[src/rtl/watch_disp_pkg.sv]
// Shared constants and types for the watch display scanner:
// hex-to-segment codes, the blank code and the per-slot scan state.
package watch_disp_pkg;

    // Active-high {g,f,e,d,c,b,a} codes, indexed by nibble value.
    localparam logic [7:0] SEG_CODES [16] = '{
        8'h3F, 8'h06, 8'h5B, 8'h4F, 8'h66, 8'h6D, 8'h7D, 8'h07,
        8'h7F, 8'h6F, 8'h77, 8'h7C, 8'h39, 8'h5E, 8'h79, 8'h71
    };

    localparam logic [7:0] SEG_BLANK = 8'h00;

    typedef enum logic {
        BLANK = 1'b0,
        DRIVE = 1'b1
    } scan_state_t;

endpackage

[src/rtl/seg_decode.sv]
// Combinational hex nibble plus decimal point to active-high segment code.
module seg_decode
    import watch_disp_pkg::*;
(
    input  logic [3:0] nibble,
    input  logic       point,
    output logic [7:0] code
);

    assign code = {point, SEG_CODES[nibble][6:0]};

endmodule

[src/rtl/seg_scan.sv]
// Time-multiplexed seven-segment scanner: one digit per slot, a blank
// interval at the start of each slot, frame-latched inputs and live blink.
module seg_scan
    import watch_disp_pkg::*;
#(
    parameter int CLK_HZ     = 50_000_000,
    parameter int NDIG       = 6,
    parameter int DIGIT_HZ   = 6000,
    parameter int BLANK_CYC  = 50,
    parameter int ACTIVE_LOW = 1
) (
    input  logic              clk,
    input  logic              reset,
    input  logic              enable,
    input  logic [4*NDIG-1:0] digits,
    input  logic [NDIG-1:0]   dp,
    input  logic [NDIG-1:0]   blink_mask,
    input  logic              flash,
    output logic [7:0]        seg,
    output logic [NDIG-1:0]   an,
    output logic              frame_tick,
    output scan_state_t       state
);

    localparam int PRESCALE = CLK_HZ / DIGIT_HZ;
    localparam int SC_W     = (PRESCALE > 1) ? $clog2(PRESCALE) : 1;
    localparam int IDX_W    = (NDIG > 1) ? $clog2(NDIG) : 1;

    localparam logic [SC_W-1:0]  SC_MAX    = SC_W'(PRESCALE - 1);
    // BLANK_CYC must be at least 1 so the slot always opens in BLANK.
    localparam logic [SC_W-1:0]  SC_PRE_DR = SC_W'(BLANK_CYC - 1);
    localparam logic [IDX_W-1:0] IDX_MAX   = IDX_W'(NDIG - 1);

    logic [SC_W-1:0]   sc;
    logic [IDX_W-1:0]  idx;
    scan_state_t       state_q;
    logic [4*NDIG-1:0] dig_sh;
    logic [NDIG-1:0]   dp_sh;
    logic [NDIG-1:0]   blink_sh;
    logic              flash_q;
    logic [7:0]        seg_q;
    logic [NDIG-1:0]   an_q;
    logic              tick_q;

    logic              frame_start;
    logic [4*NDIG-1:0] dig_cur;
    logic [NDIG-1:0]   dp_cur;
    logic [NDIG-1:0]   blink_cur;
    logic [3:0]        nibble;
    logic              dp_bit;
    logic              blink_bit;
    logic [NDIG-1:0]   an_next;
    logic [7:0]        code;

    // On the shadow-load cycle the fresh inputs are what the shadows will hold.
    assign frame_start = (sc == '0) && (idx == '0);
    assign dig_cur     = frame_start ? digits     : dig_sh;
    assign dp_cur      = frame_start ? dp         : dp_sh;
    assign blink_cur   = frame_start ? blink_mask : blink_sh;

    always_comb begin
        nibble    = 4'h0;
        dp_bit    = 1'b0;
        blink_bit = 1'b0;
        an_next   = '0;
        for (int i = 0; i < NDIG; i++) begin
            if (idx == IDX_W'(i)) begin
                nibble     = dig_cur[4*i +: 4];
                dp_bit     = dp_cur[i];
                blink_bit  = blink_cur[i];
                an_next[i] = 1'b1;
            end
        end
    end

    seg_decode u_decode (
        .nibble (nibble),
        .point  (dp_bit),
        .code   (code)
    );

    always_ff @(posedge clk) begin
        if (reset) begin
            sc       <= '0;
            idx      <= '0;
            state_q  <= BLANK;
            dig_sh   <= '0;
            dp_sh    <= '0;
            blink_sh <= '0;
            flash_q  <= 1'b0;
            seg_q    <= SEG_BLANK;
            an_q     <= '0;
            tick_q   <= 1'b0;
        end else begin
            flash_q <= flash;
            if (!enable) begin
                sc      <= '0;
                idx     <= '0;
                state_q <= BLANK;
                seg_q   <= SEG_BLANK;
                an_q    <= '0;
                tick_q  <= 1'b0;
            end else begin
                if (frame_start) begin
                    dig_sh   <= digits;
                    dp_sh    <= dp;
                    blink_sh <= blink_mask;
                end
                tick_q <= frame_start;

                if (state_q == DRIVE) begin
                    an_q  <= an_next;
                    seg_q <= (blink_bit && !flash_q) ? SEG_BLANK : code;
                end else begin
                    an_q  <= '0;
                    seg_q <= SEG_BLANK;
                end

                if (sc == SC_MAX) begin
                    sc      <= '0;
                    idx     <= (idx == IDX_MAX) ? '0 : idx + IDX_W'(1);
                    state_q <= BLANK;
                end else begin
                    sc <= sc + SC_W'(1);
                    if (sc == SC_PRE_DR) begin
                        state_q <= DRIVE;
                    end
                end
            end
        end
    end

    assign seg        = (ACTIVE_LOW != 0) ? ~seg_q : seg_q;
    assign an         = (ACTIVE_LOW != 0) ? ~an_q  : an_q;
    assign frame_tick = tick_q;
    assign state      = state_q;

endmodule

[config.mk]
export PLATFORM = sky130hd
export DESIGN_NAME = seg_scan
export DESIGN_NICKNAME = d
export VERILOG_FILES = /design/src/rtl/watch_disp_pkg.sv /design/src/rtl/seg_decode.sv /design/src/rtl/seg_scan.sv
export SDC_FILE = /design/constraint.sdc
export NUM_CORES = 1
export LEC_CHECK = 0
export BUFFER_PORTS_ARGS = -buffer_cell sky130_fd_sc_hd__buf_2
export CAP_MARGIN = 40
export CORE_MARGIN = 2
export CORE_UTILIZATION = 46
export CTS_CLUSTER_DIAMETER = 100
export DETAILED_ROUTE_END_ITERATION = 7
export GPL_TIMING_DRIVEN = 0
export PLACE_DENSITY = 0.76
export SYNTH_ARGS = -nofsm -noshare
export SYNTH_HDL_FRONTEND = slang
export SYNTH_SLANG_ARGS = --single-unit
[constraint.sdc]
create_clock -name clk -period 5.4 [get_ports clk]
set_clock_uncertainty 0.2 [all_clocks]
set_input_delay 0.27 -clock clk [delete_from_list [all_inputs] [get_ports clk]]
set_output_delay 0.27 -clock clk [all_outputs]
set_load 0.005 [all_outputs]
# After elaboration in Yosys (flattened, before gate mapping)
# Memory sizes are Yosys's and may differ from the RTL's. A register that Yosys moved wholly into a read port is not among the register bits.
# Index checks and enable logic that the tools add are counted.
# word_totals
regBits,70
rom_bits,128
inputBits,40
out_inout_bits,16
word_cells,65
mem_count,1
# classes
add_sub_neg,2
n_lt_le_gt_ge,1
eq_ne,7
n_mux,30
bitwise_logic,5
reduce_logical,9
# memory_table
name,depth,word_bits,read_ports,rd_ports_with_merged_regs,write_ports,line_no,rtl
(no name shown),16,8,1,1,0,seg_decode.sv:10,"assign code = {point, SEG_CODES[nibble][6:0]};"
# op_table
op,n
24-bit 2-to-1 mux,1
4-bit 2-to-1 mux,6
1-bit 2-to-1 mux,18
"14-bit by 1-bit adder with 14-bit output, second input constant",1
"14-bit == test, second input constant",1
"14-bit by 6-bit == test with 1-bit output, second input constant",1
14-bit zero test,1
7-bit 2-to-1 mux,2
6-bit 2-to-1 mux,2
8-bit inverter,1
"3-bit by 2-bit == test with 1-bit output, second input constant",2
"3-bit == test, second input constant",2
6-bit inverter,1
3-bit OR reduction,2
"5-bit greater-or-equal comparator, second input constant",1
4-bit inverter with 5-bit output,1
4-bit OR reduction,1
"3-bit by 1-bit adder with 3-bit output, second input constant",1
"3-bit by 1-bit == test with 1-bit output, second input constant",1
3-bit zero test,1
3-bit 2-to-1 mux,1
1-bit logical AND,2
1-bit inverter,2
2-bit OR reduction,1
1-bit zero test,1

# Logic depth before layout (Yosys ltp)
# depth
depth_word,13
mapped_depth,15
depth_no_buf,13

# By module
# Synthesis repeated with hierarchy kept, for this count alone.
# hier_totals
hier_cells,427
hier_area_um2,3423.3
# by_module_without_submodules
module,instances,cells_each,area_each_um2,seq_area_each_um2
seg_scan,1,393,3128.0,1401.3
seg_decode,1,34,295.3,0.0

# Worst setup path after synthesis
# Ideal clock, no wire load.
# synth_timing
path_type,reg-to-reg
startpoint,register idx[0]
endpoint,register seg_q[5]
setup_ns,0.096
arrival_ns,2.917
t_required_ns,5.104
setup_slack_ns,2.187
path_stages_with_launch,15
path_buffers,3
synth_period_minus_slack_ns,3.213
path_cell_list,dfxtp_1 clkbuf_1 clkbuf_1 and2_1 ha_1 buf_2 nor2_1 a221oi_1 a21oi_1 o22ai_1 inv_1 ha_1 nand2_1 o21ai_0 a221oi_1
# synth_between
elab_chain_len,11
elab_cells_between_ends,24
cone_classes,5 x eq/ne; 14 x mux; 1 x bitwise; 4 x reduce/logical
# synth_lines
element,line_no,rtl
start: declaration,seg_scan.sv:35,logic [IDX_W-1:0] idx;
start signal: assignment,seg_scan.sv:121,idx <= (idx == IDX_MAX) ? '0 : idx + IDX_W'(1);
3-bit zero test,"seg_scan.sv:56, seg_scan.sv:67",
1-bit logical AND,seg_scan.sv:56,assign frame_start = (sc == '0) && (idx == '0);
6-bit 2-to-1 mux,-,
1-bit 2-to-1 mux (6 in a row),seg_scan.sv:67,if (idx == IDX_W'(i)) begin
1-bit logical AND,seg_scan.sv:113,seg_q <= (blink_bit && !flash_q) ? SEG_BLANK : code;
4-bit OR reduction (no source line),-,
end: declaration,seg_scan.sv:41,logic [7:0] seg_q;
# Several ways; a longest one is shown, not always the timed one.
# A chain may end at the register's enable or synchronous reset.

# Worst setup path in the final report
# Same ends and word-level chain as after synthesis.

==> impl_metrics.py <==
metrics = {
    "sta": {
        "fin_ws_ns": 1.426,
        "hold_viol": 0,
        "finalCritPeriodShare_pct": 73.59,
        "final_max_slew_viol_count": 0,
        "tns_ns": 0,
        "fmax_ghz": 0.2516,
        "tightest_slew_ns": 0.9615,
        "relSlewSlack_pct": 35.60,
        "rsz0062_at_grt": "false",
        "min_period_ns": 3.974,
        "finalSetupViolCount": 0,
    },
    "yosys": {
        "synthTopCellsByCount": "nand2_1, dfxtp_1, a21oi_1",
        "yosys_warnings": 0,
        "syn-num-nets": 461,
        "synth_top_area_share_pct": 42.15,
        "syn_avg_cell_area_um2": 8.108,
        "netlist_instances": 410,
        "ys_seq_area_share_pct": 42.15,
        "ys.flop_type": "dfxtp_1",
        "ys_seq_elements": 70,
        "ys_types": 46,
        "syn_area_um2": 3324,
        "yosysTopAreaCell": "dfxtp_1",
        "synthArstFlopShare_pct": 0,
        "synthTopCellsByArea": "dfxtp_1, nand2_1, a21oi_1",
        "synth_edf_count": 0,
        "synth.most_common_cell": "nand2_1",
    },
    "cts": {
        "insertion_delay_ns": 0.35,
        "numCtsBuffers": 9,
        "numClockSinks": 70,
        "cts_buffer_depth": 2,
        "cts_root_buf": "clkbuf_8",
        "cts_resized": 0,
        "clk_pin_slew_ns": 0.07,
        "cts_htree_levels": 3,
        "cts_tree": "yes",
    },
    "drt": {
        "totalWireLength_um": 8242,
        "antenna_left": 0,
        "drt_iter0_markers": 168,
        "avgViaCountPerCell": 4.995,
        "drc": 0,
        "wl_per_cell_um": 13.42,
        "dr_total_vias": 3067,
        "first_pass_iters": 4,
    },
    "floorplanning": {
        "start_util_pct": 48.13,
        "ios": 56,
        "dieArea_um2": 7923,
        "core_um2": 6907,
        "die_h_um": 89.01,
        "rows": 30,
        "die_w_um": 89.01,
    },
    "worst_setup_path": {
        "crit_chain": "clkbuf_1 -> clkbuf_1 -> and2_1 -> ha_1 -> buf_2 -> nor2_1 -> a221oi_1 -> a21oi_1 -> o22ai_1 -> inv_1 -> ha_1 -> nand2_1 -> o21ai_0 -> a221oi_1",
        "worstPathArrival_ns": 4.02,
        "worstSetupStartpointType": "register",
        "slowest_delay_ns": 0.48,
        "path_max_fanout": 10,
        "crit_family": "buffers and inverters",
        "end_kind": "register",
        "worstPathRequired_ns": 5.44,
        "worstSetupPathType": "reg2reg",
        "critPathBufInv": 4,
        "critPathSlowestCell": "o22ai_1",
    },
    "pwr": {
        "p_sw_uw": 290.3,
        "p_leak_nw": 1.769,
        "seq_power_share_pct": 44.5,
        "switching_share_pct": 23.72,
        "powerDensity_nw_per_um2": 281.6,
        "clkPwrFrac_pct": 43.8,
        "combPwrFrac_pct": 11.6,
        "p_int_uw": 933.7,
        "ir_drop_mv": 0.1795,
    },
    "global_routing": {
        "grt_overflow": 0,
        "grt.total_usage_pct": 21.78,
        "grt_max_degree": 13,
        "first_global_vias": 2908,
        "grt_first_pass_wirelength_um": 13220,
        "antenna_found_initial": 0,
    },
    "final_layout": {
        "syn_to_final_growth_pct": 30.75,
        "multiInputGateArea_um2": 1725,
        "final_net_count": 564,
        "nFillCells": 620,
        "fin_cells": 614,
        "final-seq-area_um2": 1401,
        "diodes": 0,
        "drive_gt1_share_pct": 17.95,
    },
    "placed_design": {
        "globalplace.congestion": 0.8848,
        "dp_hpwl_um": 5582,
        "dp_slack_ns": 1.462,
        "place_inst": 561,
        "port_buffers": 55,
    },
    "outcome": {
        "status": "finished, final reports clean",
    },
    "hold_path": {
        "hp-class": "in2reg",
    },
    "flow_run": {
        "cap_violations": 0,
    },
}
[through the flow]
step	utilization (%)	power, mW	hold WS [ns]	instance area (µm²)
floorplan	-	0.6358	0.1982	3324
global placement	53.86	0.6717	0.2378	3720
detailed placement	53.86	0.6762	0.2459	3720
finish	62.93	1.224	0.06328	4347
CTS	62.93	1.223	0.05741	4347
global route	62.93	1.263	0.08383	4347
[sequential cells by signal, indices dropped and copies added, names as in the netlist]
name        flops
state           1
frame_tick      1
blink_sh        6
flash_q         1
an_q            6
dig_sh         24
sc             14
seg_q           8
idx             3
dp_sh           6
[placed cells by master (no fill, tap or decap), drive strengths merged, types with 4 or more instances in the layout]
cell type,n
nand3,8
dlygate4sd3,37
mux2,6
ha,11
mux2i,10
dfxtp,70
buf,63
nand4,4
a221oi,7
nor2b,6
a21oi,48
nor3,5
and2,4
clkbuf,25
o21ai,9
nand2,93
inv,24
nor2,33
xor2,10
and3,6
[tightest hold or removal path: cells and delay by family]
family,cells,cell delay (ns)
AOI/OAI and AO/OA,1,0.05
buffers and inverters,1,0.12
and+or+nand+nor,1,0.11
[power groups by stage]
stage | clock network (mW) | registers [mW] | logic [mW]
6_report | 0.536 | 0.545 | 0.143
2_1_floorplan | 0 | 0.553 | 0.0827
5_1_grt | 0.558 | 0.547 | 0.158
4_1_cts | 0.537 | 0.545 | 0.141
3_5_place_dp | 0 | 0.557 | 0.120
3_3_place_gp | 0 | 0.556 | 0.116
[metal layers]
metal  global-route usage, %  part of all wire (%)
met5                       0                     0
met1                   26.53                    44
met2                   38.26                    49
met3                   3.232                   4.4
met4                   9.362                   2.0
[area by class of cell]
class                      count  share of cell area (%)
inverter                      24                   2.073
timing repair buffer          92                   14.85
clock inverter                 5                   2.418
clock buffer                  11                   3.483
sequential                    70                   32.24
multi-input combinational    294                   39.69
tap                           96                   2.763
buffer                        22                   2.476
[worst paths after layout]
check                           startpoint  endpoint  slack [ns]  depth (start not counted)
worst min register to register    dp_sh[0]  dp_sh[0]        0.25                          2
worst min-delay path                enable    idx[2]        0.06                          3
worst max register to register      idx[0]  seg_q[5]        1.43                         14
worst max-delay path                idx[0]  seg_q[5]        1.43                         14
[what timing repair did]
item | CTS | global route
hold buffers | 37 | 0
setup buffers | 0 | 0
endpoints found under the hold margin | 37 | 0
[kinds of logic after synthesis]
kind of cell | Yosys count | synth area share, %
DFF | 70 | 42.15
buffers and inverters | 46 | 5.947
muxes | 16 | 5.043
AOI/OAI and AO/OA | 82 | 15.17
and+or+nand+nor | 172 | 24.13
adders and majority gates | 11 | 4.140
xor gates and xnor gates | 13 | 3.425
No activity file was read; power rests on OpenSTA's default activity.
